`src/rtl/mem_arbiter.sv`:
```
// mem_arbiter: sequences accesses from the EX load/store port and the IF fetch port onto one RAM.
// Optional macro MEM_ARB_RR_EN: round-robin between EX and IF on contention instead of fixed EX priority.
module mem_arbiter #(
    parameter int RD_LAT = 1,
    parameter int AW     = 32
) (
    input  logic          clk,
    input  logic          rst_n,
    input  logic          ex_req_i,
    input  logic          ex_we_i,
    input  logic [AW-1:0] ex_addr_i,
    input  logic [2:0]    ex_size_i,
    input  logic [31:0]   ex_wdata_i,
    output logic [31:0]   ex_rdata_o,
    output logic          ex_ack_o,
    input  logic          if_req_i,
    input  logic [AW-1:0] if_addr_i,
    output logic [31:0]   if_rdata_o,
    output logic          if_ack_o,
    output logic [AW-1:0] ram_addr_o,
    output logic          ram_rd_en_o,
    output logic          ram_wd_en_o,
    output logic [2:0]    ram_size_o,
    output logic [31:0]   ram_wdata_o,
    input  logic [31:0]   ram_rdata_i,
    output logic          hold_o
);

    // Handshake: a requester raises req with a stable command and holds it until its ack pulses
    // for one cycle; the command is captured at the grant edge, so req may fall early without aborting.
    typedef enum logic [1:0] {
        S_IDLE,
        S_WRITE,
        S_READ,
        S_RESP
    } state_t;

    localparam logic [2:0] RD_LAST = 3'(RD_LAT - 1);

    state_t     state_q;
    logic [2:0] rd_cnt_q;
    logic       owner_if_q;
    logic       ex_size_ok;
    logic       grant_ex;
    logic       grant_if;

    assign ex_size_ok = (ex_size_i == 3'd1) || (ex_size_i == 3'd2) || (ex_size_i == 3'd4);

`ifdef MEM_ARB_RR_EN
    logic last_if_q;  // 1 when the most recent grant went to IF, so EX wins the next tie

    assign grant_ex = ex_req_i & (~if_req_i | last_if_q);

    always_ff @(posedge clk or negedge rst_n) begin
        if (!rst_n) begin
            last_if_q <= 1'b1;
        end else if (state_q == S_IDLE && (ex_req_i || if_req_i)) begin
            last_if_q <= ~grant_ex;
        end
    end
`else
    assign grant_ex = ex_req_i;
`endif

    assign grant_if = if_req_i & ~grant_ex;

    always_ff @(posedge clk or negedge rst_n) begin
        if (!rst_n) begin
            state_q     <= S_IDLE;
            rd_cnt_q    <= 3'd0;
            owner_if_q  <= 1'b0;
            ex_ack_o    <= 1'b0;
            if_ack_o    <= 1'b0;
            ex_rdata_o  <= '0;
            if_rdata_o  <= '0;
            ram_addr_o  <= '0;
            ram_rd_en_o <= 1'b0;
            ram_wd_en_o <= 1'b0;
            ram_size_o  <= 3'd0;
            ram_wdata_o <= '0;
        end else begin
            ex_ack_o <= 1'b0;
            if_ack_o <= 1'b0;
            case (state_q)
                S_IDLE: begin
                    if (grant_ex) begin
                        ram_addr_o  <= ex_addr_i;
                        ram_size_o  <= ex_size_i;
                        ram_wdata_o <= ex_wdata_i;
                        owner_if_q  <= 1'b0;
                        rd_cnt_q    <= 3'd0;
                        if (!ex_size_ok) begin
                            // Unsupported size: answer immediately without touching the RAM.
                            ex_rdata_o <= '0;
                            ex_ack_o   <= 1'b1;
                            state_q    <= S_RESP;
                        end else if (ex_we_i) begin
                            ram_wd_en_o <= 1'b1;
                            state_q     <= S_WRITE;
                        end else begin
                            ram_rd_en_o <= 1'b1;
                            state_q     <= S_READ;
                        end
                    end else if (grant_if) begin
                        ram_addr_o  <= if_addr_i;
                        ram_size_o  <= 3'd4;
                        ram_wdata_o <= '0;
                        owner_if_q  <= 1'b1;
                        rd_cnt_q    <= 3'd0;
                        ram_rd_en_o <= 1'b1;
                        state_q     <= S_READ;
                    end
                end
                S_WRITE: begin
                    // Only EX can store, so the store response always goes to EX.
                    ram_wd_en_o <= 1'b0;
                    ex_rdata_o  <= '0;
                    ex_ack_o    <= 1'b1;
                    state_q     <= S_RESP;
                end
                S_READ: begin
                    if (rd_cnt_q == RD_LAST) begin
                        ram_rd_en_o <= 1'b0;
                        if (owner_if_q) begin
                            if_rdata_o <= ram_rdata_i;
                            if_ack_o   <= 1'b1;
                        end else begin
                            ex_rdata_o <= ram_rdata_i;
                            ex_ack_o   <= 1'b1;
                        end
                        state_q <= S_RESP;
                    end else begin
                        rd_cnt_q <= rd_cnt_q + 3'd1;
                    end
                end
                S_RESP: begin
                    state_q <= S_IDLE;
                end
                default: begin
                    state_q <= S_IDLE;
                end
            endcase
        end
    end

    assign hold_o = (ex_req_i & ~ex_ack_o) | (if_req_i & ~if_ack_o);

endmodule
```
`config.mk`:
```
export PLATFORM = sky130hd
export DESIGN_NAME = mem_arbiter
export DESIGN_NICKNAME = d
export VERILOG_FILES = /design/src/rtl/mem_arbiter.sv
export SDC_FILE = /design/constraint.sdc
export NUM_CORES = 1
export LEC_CHECK = 0
export ABC_CLOCK_PERIOD_IN_PS = 4200
export BUFFER_PORTS_ARGS = -buffer_cell sky130_fd_sc_hd__buf_2
export CAP_MARGIN = 15
export CORE_MARGIN = 4
export CORE_UTILIZATION = 51
export DETAILED_ROUTE_END_ITERATION = 12
export HOLD_SLACK_MARGIN = 0.03
export PLACE_DENSITY = 0.93
export SYNTH_ARGS = -nofsm -noshare
export SYNTH_HDL_FRONTEND = slang
export SYNTH_SLANG_ARGS = --single-unit
```
`constraint.sdc`:
```
create_clock -name clk -period 4.2 [get_ports clk]
set_input_delay 0.42 -clock clk [delete_from_list [all_inputs] [get_ports clk]]
set_output_delay 0.42 -clock clk [all_outputs]
set_load 0.02 [all_outputs]
```
# After elaboration in Yosys (flattened, before gate mapping)
# Cells that the tools add are included.
word_totals:
  register_bits: 141
  latch_bits: 0
  mem_bits_rw: 0
  romBits: 0
  memories: 0
classes:
  add_sub_neg: 1
  n_mul: 0
  div_mod_pow: 0
  n_lt_le_gt_ge: 0
  eq_ne: 16
  shift: 0
  muxes: 40
  bitwise_logic: 7
  n_reduce_logical: 15
op_table:
  columns: ["op", "count"]
  rows:
  - ["32-bit 2-to-1 mux", 8]
  - ["32-bit case mux with 3 select lines", 1]
  - ["1-bit 2-to-1 mux", 16]
  - ["3-bit 2-to-1 mux", 5]
  - ["2-bit != test (second input constant)", 7]
  - ["2-bit 2-to-1 mux", 5]
  - ["5-bit AND reduction", 2]
  - ["3-bit != test (second input constant)", 3]
  - ["2-bit case mux with 4 select lines", 1]
  - ["3-bit case mux with 2 select lines", 1]
  - ["3-bit AND reduction", 2]
  - ["2-bit nonzero test", 3]
  - ["2-bit equality test (second input constant)", 2]
  - ["1-bit case mux with 2 select lines", 2]
  - ["2-bit AND reduction", 2]
  - ["4-bit AND reduction", 1]
  - ["3-bit by 1-bit adder with 3-bit output (second input constant)", 1]
  - ["1-bit AND", 3]
  - ["3-bit by 1-bit equality test with 1-bit output (second input constant)", 1]
  - ["3-bit by 2-bit equality test with 1-bit output (second input constant)", 1]
  - ["3-bit equality test (second input constant)", 1]
  - ["3-bit logical NOT", 1]
  - ["1-bit NOT", 3]
  - ["1-bit case mux with 3 select lines", 1]
  - ["5 further kinds", 6]

# Logic depth before layout (Yosys ltp)
# Gate-level depths: netlist of the first run.
logic_depth:
  word_depth: 6
  depth_mapped: 8
  mapped_depth_nobuf: 6

# Worst setup path after synthesis of the first run
# No wires, ideal clock.
synth_timing:
  kind: "register -> register"
  start: "reg state_q[0]"
  end: "reg ex_rdata_o[0]"
  t_arrival_ps: 1704
  required_time_ps: 4121
  path_slack_ps: 2417
  path_stages_with_launch: 8
  path_buffers: 3
  cell_sequence: "dfrtp_1 > inv_1 > ha_1 > buf_6 > buf_6 > dlygate4sd3_1 > nand2_1 > mux2i_1"
synth_between:
  elab_chain_len: 3
  elab_cells_between_ends: 10
  cone_classes: "6 x eq/ne; 1 x mux; 3 x reduce/logical"
synth_lines:
  columns: ["item", "line_no", "rtl"]
  rows:
  - ["start, declared", "40", "state_t state_q;"]
  - ["start signal, assigned", "69", "state_q <= S_IDLE;"]
  - ["start signal, assigned", "96", "state_q <= S_RESP;"]
  - ["start signal, assigned", "99", "state_q <= S_WRITE;"]
  - ["2-bit equality test, or another cell as far along", "84", "case (state_q)"]
  - ["2-bit != test (no source line) or 3-bit nonzero test (tied branches)", null, null]
  - ["5-bit AND reduction (no source line)", null, null]
  - ["end signal, assigned", "128", "ex_rdata_o <= ram_rdata_i;"]
  - ["end, declared", "14", "output logic [31:0] ex_rdata_o,"]
# Parallel ways exist; a longest one is shown, timed or not.
# A chain may end at the register's enable or synchronous reset.

# Final worst setup path of the first run
layout_timing:
  start: "reg state_q[0]"
  end: "reg if_rdata_o[27]"
layout_between:
  elab_chain_len: 2
layout_lines:
  columns: ["item", "line_no", "rtl"]
  rows:
  - ["2-bit equality test", "84", null]
  - ["3-bit AND reduction (no source line)", null, null]
  - ["end signal, assigned", "125", "if_rdata_o <= ram_rdata_i;"]
  - ["end, declared", "18", "output logic [31:0] if_rdata_o,"]
# Every way passes these cells.

==> impl_metrics.py, run 1 <==
metrics = {
    "critical_path": {
        "required_ns": 4.47,
        "endpoint_kind": "flop",
        "r2r.worst_path.cells": 4,
        "critPathLaunchType": "flop",
        "worstPathArrival_ns": 2.92,
        "critical_path_class": "flop to flop",
        "path_max_fanout": 33,
    },
    "logic_synthesis": {
        "synth_area_um2": 6065,
        "yosys.area_share.simple_pct": 6.231,
        "ys_seq_area_share_pct": 58.18,
        "synthTopCellsByArea": "dfrtp_1 58%, mux2i_1 11%, mux2_2 6.1%",
        "synth_xor_area_share_pct": 0.2888,
        "syn_avg_cell_area_um2": 11.89,
        "synth_top_area_share_pct": 58.18,
        "synthCells": 510,
        "muxShareOfSynthArea_pct": 16.86,
        "synth_cell_types": 44,
        "syn_nets": 652,
        "synth_fa_ha_area_share_pct": 1.238,
        "synth_area_leader_cell": "dfrtp_1",
        "synth_warnings": 0,
        "ys_seq_elements": 141,
        "synth_top_family_by_area": "multiplexers",
        "synth-compound-area-share_pct": 10.83,
    },
    "finish": {
        "layout.cells.non_filler": 930,
        "utilization_pct": 69.71,
        "final_common_cell": "buf_2",
        "syn2layout_area_growth_pct": 32.37,
        "drive_above_1_share_pct": 43.96,
        "layout_common_cells": "270 x buf_2, 141 x dfrtp_1, 72 x nand2_1",
        "antenna_cells": 0,
        "final_nets": 916,
    },
    "cts": {
        "clk_transition_reported_paths_ns": 0.06,
        "cts_buffers": 17,
        "htreeDepth": 4,
        "cts_resized": 0,
        "cts_hold_buf": 1,
        "root_buffer": "clkbuf_16",
        "cts_setup_buffers": 0,
        "clockBufferDepth": 2,
        "clkSinkCount": 141,
        "clk_latency_ns": 0.40,
        "cts_tree": "built",
    },
    "floorplan": {
        "core_area_um2": 11520,
        "die_h_um": 117.0,
        "start_util_pct": 52.66,
        "fp.dieW_um": 117.0,
        "ios": 272,
        "core.rowCount": 39,
        "fp.dieArea_um2": 13700,
    },
    "placed_design": {
        "hpwlAfterDp_um": 11180,
        "routabilityCongestion": 0.8020,
        "placedCellCount": 897,
        "port-buffer-count": 271,
    },
    "drt": {
        "ant_nets": 0,
        "vias_per_cell": 5.105,
        "routedWlPerCell_um": 16.03,
        "finalWirelength_um": 14910,
        "drt_iter0_drc": 342,
        "firstDrtPassIters": 4,
        "via_count": 4748,
        "drc": 0,
    },
    "hold_path": {
        "hold_path_depth": 2,
        "hp-class": "input port to flop",
    },
    "global_route": {
        "grt_max_degree": 81,
        "grt_pass1_wl_um": 22870,
        "grt_usage_pct": 21.41,
        "overflow": 0,
        "grt_pass1_vias": 4620,
        "grt_antenna_before_repair": 0,
    },
    "sta": {
        "rsz0062_at_grt": "false",
        "worst_pin_slew_ns": 1.091,
        "hold_viol": 0,
        "period_minus_slack_ns": 2.657,
        "fin_skew_ns": 0.01227,
        "clock.fmax_mhz": 376.4,
        "report.final.slew_viol_count": 0,
        "fin_crit_sh_pct": 63.26,
        "finalSetupViolCount": 0,
        "relSlewSlack_pct": 27.27,
        "tns_ns": 0,
    },
    "run": {
        "maxCapViolCount": 0,
    },
    "run_status": {
        "status": "completed",
    },
    "pwr": {
        "p_leak_uw": 0.004352,
        "ir_worst_vdd_uv": 393.6,
        "powerDensity_nw_per_um2": 792.1,
    },
}
-- power by group --
| group | switching, µW | internal (µW) |
|---|---|---|
| clock network | 591 | 842 |
| registers | 297 | 1920 |
| logic | 1660 | 1050 |
| total | 2540 | 3810 |
-- cells in the mapped netlist, drive strengths merged --
library cell / n
nor2b: 1
a21oi: 4
nor2: 7
o21ai: 40
o311ai: 1
o2111ai: 1
a22o: 34
dlygate4sd3: 1
a31oi: 2
xnor2: 1
inv: 45
or4b: 1
mux2i: 65
and3b: 1
a22oi: 1
a221o: 1
mux2: 33
clkbuf: 14
a21boi: 1
or2b: 1
o221ai: 3
a311oi: 1
a211oi: 1
nand2: 72
nand2b: 1
dlygate4sd1: 2
nand3: 3
dfrtp: 141
and2: 1
a21o: 1
and2b: 1
o211ai: 1
o22ai: 1
o2bb2ai: 1
and3: 2
xor2: 1
a41o: 1
buf: 15
ha: 6
-- state kept, by name, summed over array words and instances, names as in the netlist --
register / count
ex_ack_o: 1
ram_size_o: 3
if_ack_o: 1
if_rdata_o: 32
ram_wdata_o: 32
rd_cnt_q: 3
ram_addr_o: 32
ram_wd_en_o: 1
owner_if_q: 1
state_q: 2
ex_rdata_o: 32
ram_rd_en_o: 1
-- per-stage QoR --
stage	area [µm²]	hold WS [ns]	setup slack (ns)	total power [µW]
6_report	8028	0.2440	1.543	6359
5_1_grt	8028	0.2221	1.323	6755
4_1_cts	8028	0.2248	1.488	6438
3_5_place_dp	7443	0.4327	1.444	4986
3_3_place_gp	7443	0.4294	1.558	4875
2_1_floorplan	6065	0.1244	2.417	4150
-- path summary, 6_finish.rpt --
check / startpoint / slack (ns) / to
max: state_q[0] / 1.54 / if_rdata_o[27]
min: ex_wdata_i[28] / 0.24 / ram_wdata_o[28]
max reg2reg: state_q[0] / 1.54 / if_rdata_o[27]
min reg2reg: ram_addr_o[22] / 0.47 / ram_addr_o[22]
max in group asynchronous: rst_n / 2.63 / state_q[1]
min in group asynchronous: rst_n / 0.56 / if_rdata_o[13]
-- logic make-up after synthesis --
family | count (synthesis)
flops | 141
mux | 98
compound gates | 95
simple gates | 91
buf+inv | 77
fa+ha+maj | 6
xor+xnor | 2
-- critical path, stage by stage (launching register included) --
cell and delay (ns):
dfrtp_1 0.41, inv_1 0.09, ha_1 0.58, nand3_2 0.86, mux2_2 0.57
-- metal layers --
layer | vias to the layer above | track usage [%] | wire length [µm]
met5 | - | 0 | 0
met4 | 0 | 4.817 | 105
met3 | 10 | 5.861 | 1073
met2 | 200 | 36.82 | 7607
met1 | 2266 | 27.20 | 6123
li1 | 2272 | - | -
-- layout make-up --
class	instances	area (µm²)
clock buffers	18	439.2
clock inverters	14	135.1
fillers	867	3488
inverters	45	168.9
multi-input cells	292	2167
flip-flops and latches	141	3528
well taps	143	178.9
repair buffers	277	1410
(Power assumes the default switching activity.)
==> run 2: changes to the inputs <==
Settings changed: ABC_CLOCK_PERIOD_IN_PS 4200 to 2500, CORE_UTILIZATION 51 to 47, PLACE_DENSITY 0.93 to 0.87.
Clock period 4.2 ns to 2.5 ns, I/O delays scaled along.
==> run 2 against run 1 <==
Die area up 7.9%. First-iteration DRC count down 23%. Sequential cell count did not move. Utilization is 5.3 points lower. Final area grew 1.2%. Critical path type unchanged. Clock power up 71%. Largest cell class unchanged. Sequential power up 68%.
==> impl_metrics.py, run 2 (synthesis gave the netlist of run 1 again) <==
metrics = {
    "global_route": {
        "grt_max_degree": 53,
        "overflow": 0,
        "grt_usage_pct": 20.38,
        "grt_pass1_wl_um": 23520,
        "grt_pass1_vias": 4818,
        "grt_antenna_before_repair": 0,
    },
    "critical_path": {
        "path_max_fanout": 32,
        "endpoint_kind": "flop",
        "required_ns": 2.81,
        "r2r.worst_path.cells": 6,
        "critical_path_class": "flop to flop",
        "regToRegEndpoint": "ex_rdata_o[21]",
        "r2r_slack_ns": 0.23,
        "critPathLaunchType": "flop",
        "worstPathArrival_ns": 2.58,
        "r2r_start": "rd_cnt_q[0]",
    },
    "pwr": {
        "p_leak_uw": 0.004396,
        "powerDensity_nw_per_um2": 1322,
        "ir_worst_vdd_uv": 552.2,
        "finalPower_uw": 10750,
    },
    "drt": {
        "via_count": 4837,
        "drc": 0,
        "drt_iter0_drc": 263,
        "ant_nets": 0,
        "vias_per_cell": 5.028,
        "finalWirelength_um": 14800,
        "firstDrtPassIters": 5,
        "routedWlPerCell_um": 15.39,
    },
    "floorplan": {
        "die_h_um": 121.6,
        "core.rowCount": 41,
        "fp.dieW_um": 121.6,
        "core_area_um2": 12620,
        "ios": 272,
        "start_util_pct": 48.06,
        "fp.dieArea_um2": 14780,
    },
    "sta": {
        "report.final.slew_viol_count": 0,
        "relSlewSlack_pct": 30.75,
        "finalSetupViolCount": 0,
        "worst_pin_slew_ns": 1.039,
        "rsz0062_at_grt": "false",
        "hold_viol": 0,
        "period_minus_slack_ns": 2.273,
        "tns_ns": 0,
        "fin_skew_ns": 0.003549,
        "clock.fmax_mhz": 439.9,
        "fin_crit_sh_pct": 90.93,
    },
    "cts": {
        "root_buffer": "clkbuf_16",
        "cts_resized": 0,
        "clk_transition_reported_paths_ns": 0.06,
        "clkSinkCount": 141,
        "cts_buffers": 17,
        "htreeDepth": 4,
        "cts_tree": "built",
        "clockBufferDepth": 2,
        "clk_latency_ns": 0.41,
    },
    "finish": {
        "drive_above_1_share_pct": 43.92,
        "fillers": 1004,
        "layout.cells.non_filler": 962,
        "layout_common_cells": "270 x buf_2, 141 x dfrtp_1, 72 x nand2_1",
        "multi_input_area_um2": 2167,
        "fin_area_um2": 8128,
        "final_common_cell": "buf_2",
        "syn2layout_area_growth_pct": 34.02,
        "final_nets": 921,
        "regArea_um2": 3528,
        "antenna_cells": 0,
    },
    "placed_design": {
        "routabilityCongestion": 0.7987,
        "placed_area_um2": 7542,
        "port-buffer-count": 271,
        "placedCellCount": 931,
        "hpwlAfterDp_um": 10860,
    },
    "run": {
        "maxCapViolCount": 0,
    },
    "run_status": {
        "status": "completed",
    },
    "hold_path": {
        "worstHoldEndpoint": "ram_wdata_o[25]",
        "hp-class": "input port to flop",
        "min_from": "ex_wdata_i[25]",
        "hold_path_depth": 2,
    },
}
run 2: cell count changes in the layout (fill, tap and decap cells not counted), sizes merged:
| cell | change |
|---|---|
| buf | +5 |
| bufinv | +1 |
| inv | -4 |
| clkinv | -2 |
| clkbuf | +5 |
| clkinvlp | -2 |
run 2: power by group:
part,switching [µW],internal (µW),total [µW]
clock network,888,1560,2440
logic,2780,1790,4580
registers,496,3230,3730
run 2: worst max-delay path: stages (launching register included):
cell and delay, ns:
dfrtp_1 0.38, inv_1 0.09, ha_1 0.22, and2b_2 0.23, nand2_1 0.07, a221o_2 0.84
mux2i_1 0.32
run 2: final cells by class:
class | count | area share [%]
clock buffer | 23 | 6.004
timing repair buffer | 282 | 18.12
clock inverter | 7 | 1.078
inverter | 45 | 2.078
sequential | 141 | 43.41
tap | 172 | 2.648
multi-input combinational | 292 | 26.66
run 2: worst max path at each step:
stage                     start             end  slack [ns]  cells after the start
global route        rd_cnt_q[0]  ex_rdata_o[21]        0.08                      6
CTS                 rd_cnt_q[0]  ex_rdata_o[21]        0.19                      6
floorplan            state_q[0]   ex_rdata_o[0]        0.72                      7
detailed placement  rd_cnt_q[0]  ex_rdata_o[28]        0.24                      6
global placement    rd_cnt_q[0]   ex_rdata_o[4]        0.32                      6
finish              rd_cnt_q[0]  ex_rdata_o[21]        0.23                      6
run 2: per-stage QoR:
stage | setup slack, ns | utilization [%] | hold slack (ns)
final | 0.2268 | 64.41 | 0.05867
after global routing | 0.08215 | 64.41 | 0.04012
after CTS | 0.1943 | 64.41 | 0.03800
after detailed placement | 0.2438 | 59.77 | 0.2196
after global placement | 0.3163 | 59.77 | 0.2255
after floorplan | 0.7169 | - | -0.04559
run 2: per-layer routing:
metal  share of wire [%]  vias to the layer above  global-route usage [%]
met5                   0                        -                       0
met4                 1.6                        0                   6.443
met3                 9.0                       20                   6.592
met2                  48                      211                   33.61
met1                  41                     2312                   25.67
li1                    -                     2294                       -
run 2: repair_timing:
action	CTS	global route
hold buffers	1	0
buffers inserted	0	0
hold endpoints to repair	49	0
==> run 3: changes to the inputs <==
Settings changed: CELL_PAD_IN_SITES_DETAIL_PLACEMENT from default to 0, CELL_PAD_IN_SITES_GLOBAL_PLACEMENT from default to 1, CORE_UTILIZATION 47 to 36, PLACE_DENSITY 0.87 to 0.88.
==> run 3 against run 2 <==
Highest routed layer unchanged. Sequential share of layout area shrank 0.71 points. Clock power grew 8%. Sequential cell count is the same. Power grew 2.0%. Clock-buffer cell count shrank 5. Fmax grew 1.1%. Clock skew grew 0.0048 ns. Cell count grew 5.3%. First-iteration DRC count shrank 38%. Final area grew 1.7%.
==> impl_metrics.py, run 3 (synthesis gave the netlist of run 1 again) <==
metrics = {
    "placed_design": {
        "hpwlAfterDp_um": 11270,
        "placedCellCount": 980,
        "routabilityCongestion": 0.7526,
        "port-buffer-count": 271,
    },
    "cts": {
        "cts_buffers": 17,
        "clkSinkCount": 141,
        "root_buffer": "clkbuf_16",
        "clk_latency_ns": 0.41,
        "htreeDepth": 4,
        "clk_transition_reported_paths_ns": 0.06,
        "clockBufferDepth": 2,
        "cts_setup_buffers": 0,
        "cts_tree": "built",
    },
    "sta": {
        "finalSetupViolCount": 0,
        "report.final.slew_viol_count": 0,
        "hold_viol": 0,
        "fin_crit_sh_pct": 89.92,
        "tns_ns": 0,
        "clock.fmax_mhz": 444.8,
        "rsz0062_at_grt": "false",
        "holdWs_ns": 0.05598,
        "period_minus_slack_ns": 2.248,
        "fin_skew_ns": 0.008385,
        "relSlewSlack_pct": 29.70,
        "worst_pin_slew_ns": 1.054,
    },
    "drt": {
        "finalWirelength_um": 15400,
        "drc": 0,
        "firstDrtPassIters": 4,
        "ant_nets": 0,
        "drt_iter0_drc": 164,
        "routedWlPerCell_um": 15.20,
        "vias_per_cell": 4.685,
        "via_count": 4746,
    },
    "critical_path": {
        "critical_path_class": "flop to flop",
        "max_stage_delay_ns": 0.85,
        "regToRegEndpoint": "ex_rdata_o[22]",
        "endpoint_kind": "flop",
        "r2r_slack_ns": 0.25,
        "critPathBufInv": 1,
        "cp_slowest_cell": "a221o_2",
        "path_max_fanout": 32,
        "r2r.worst_path.cells": 6,
        "worstPathArrival_ns": 2.57,
        "cp.depth": 6,
        "path_delay_family": "compound AO/OA/AOI/OAI gates",
        "critPathCapture": "ex_rdata_o[22]",
        "crit_chain": "inv_1, ha_1, and2b_2, nand2_1, a221o_2, mux2i_1",
        "critPathLaunchType": "flop",
        "r2r_start": "rd_cnt_q[0]",
        "cp-startpoint": "rd_cnt_q[0]",
        "required_ns": 2.82,
    },
    "finish": {
        "layout.cells.non_filler": 1013,
        "syn2layout_area_growth_pct": 36.25,
        "fillers": 1524,
        "final_common_cell": "buf_2",
        "antenna_cells": 0,
        "drive_above_1_share_pct": 44.39,
        "final_nets": 922,
        "layout_common_cells": "270 x buf_2, 141 x dfrtp_1, 72 x nand2_1",
    },
    "global_route": {
        "grt_usage_pct": 16.00,
        "grt_pass1_wl_um": 23610,
        "overflow": 0,
        "grt_max_degree": 71,
        "grt_pass1_vias": 4657,
        "grt_antenna_before_repair": 0,
    },
    "floorplan": {
        "core.rowCount": 47,
        "fp.dieW_um": 137.8,
        "die_h_um": 137.8,
        "fp.dieArea_um2": 18990,
        "start_util_pct": 36.70,
        "ios": 272,
        "core_area_um2": 16520,
    },
    "run_status": {
        "status": "completed",
    },
    "pwr": {
        "powerDensity_nw_per_um2": 1327,
        "ir_worst_vdd_uv": 524.9,
        "p_leak_uw": 0.004427,
    },
    "hold_path": {
        "hp-class": "input port to flop",
    },
    "run": {
        "maxCapViolCount": 0,
    },
}
run 3: changes by cell type in the layout (fill, tap and decap cells not counted), sizes merged:
cell,change
clkinv,-1
bufinv,+1
buf,+1
inv,+6
clkbuf,-5
clkinvlp,+1
run 3: worst min-delay path by stage:
stage                     slack (ns)      startpoint  cells after the start               to
after floorplan                -0.05           rst_n                      0         ex_ack_o
after global routing            0.04  ex_wdata_i[27]                      2  ram_wdata_o[27]
after CTS                       0.03  ex_wdata_i[19]                      2  ram_wdata_o[19]
after detailed placement        0.31           rst_n                      1   ram_addr_o[27]
final                           0.06  ex_wdata_i[11]                      2  ram_wdata_o[11]
after global placement          0.31           rst_n                      1    ram_addr_o[0]
run 3: cell type report:
class                   count  area [µm²]  share of cell area, %
repair buffers            283        1505                  18.22
clock inverters            14       178.9                  2.165
flip-flops and latches    141        3528                  42.70
well taps                 220       275.3                  3.331
clock buffers              18       439.2                  5.315
inverters                  45       168.9                  2.044
multi-input cells         292        2167                  26.23
run 3: repair_timing:
action / 4_1_cts / 5_1_grt
hold buffers: 1 / 0
endpoints found under the hold margin: 68 / 0
gates resized for setup: 0 / 0
run 3: metal layers:
metal	wire length [µm]	GRT usage (%)	part of all wire, %
met1	6724	20.67	44
met2	7062	25.38	46
met3	1364	4.931	8.9
met4	250	5.928	1.6
met5	0	0	0
run 3: where the power goes:
group | switching [µW] | internal, µW
Clock | 1010 | 1620
Sequential | 488 | 3230
Combinational | 2810 | 1810
Total | 4310 | 6660
run 3: through the flow:
| step | instance area [µm²] | utilization (%) | power, µW | setup WS [ns] |
|---|---|---|---|---|
| 2_1_floorplan | 6065 | - | 6972 | 0.7169 |
| 3_3_place_gp | 7635 | 46.20 | 8350 | 0.2957 |
| 3_5_place_dp | 7635 | 46.20 | 8451 | 0.2096 |
| 4_1_cts | 8263 | 50.00 | 11140 | 0.2063 |
| 5_1_grt | 8263 | 50.00 | 11670 | 0.06861 |
| 6_report | 8263 | 50.00 | 10970 | 0.2519 |
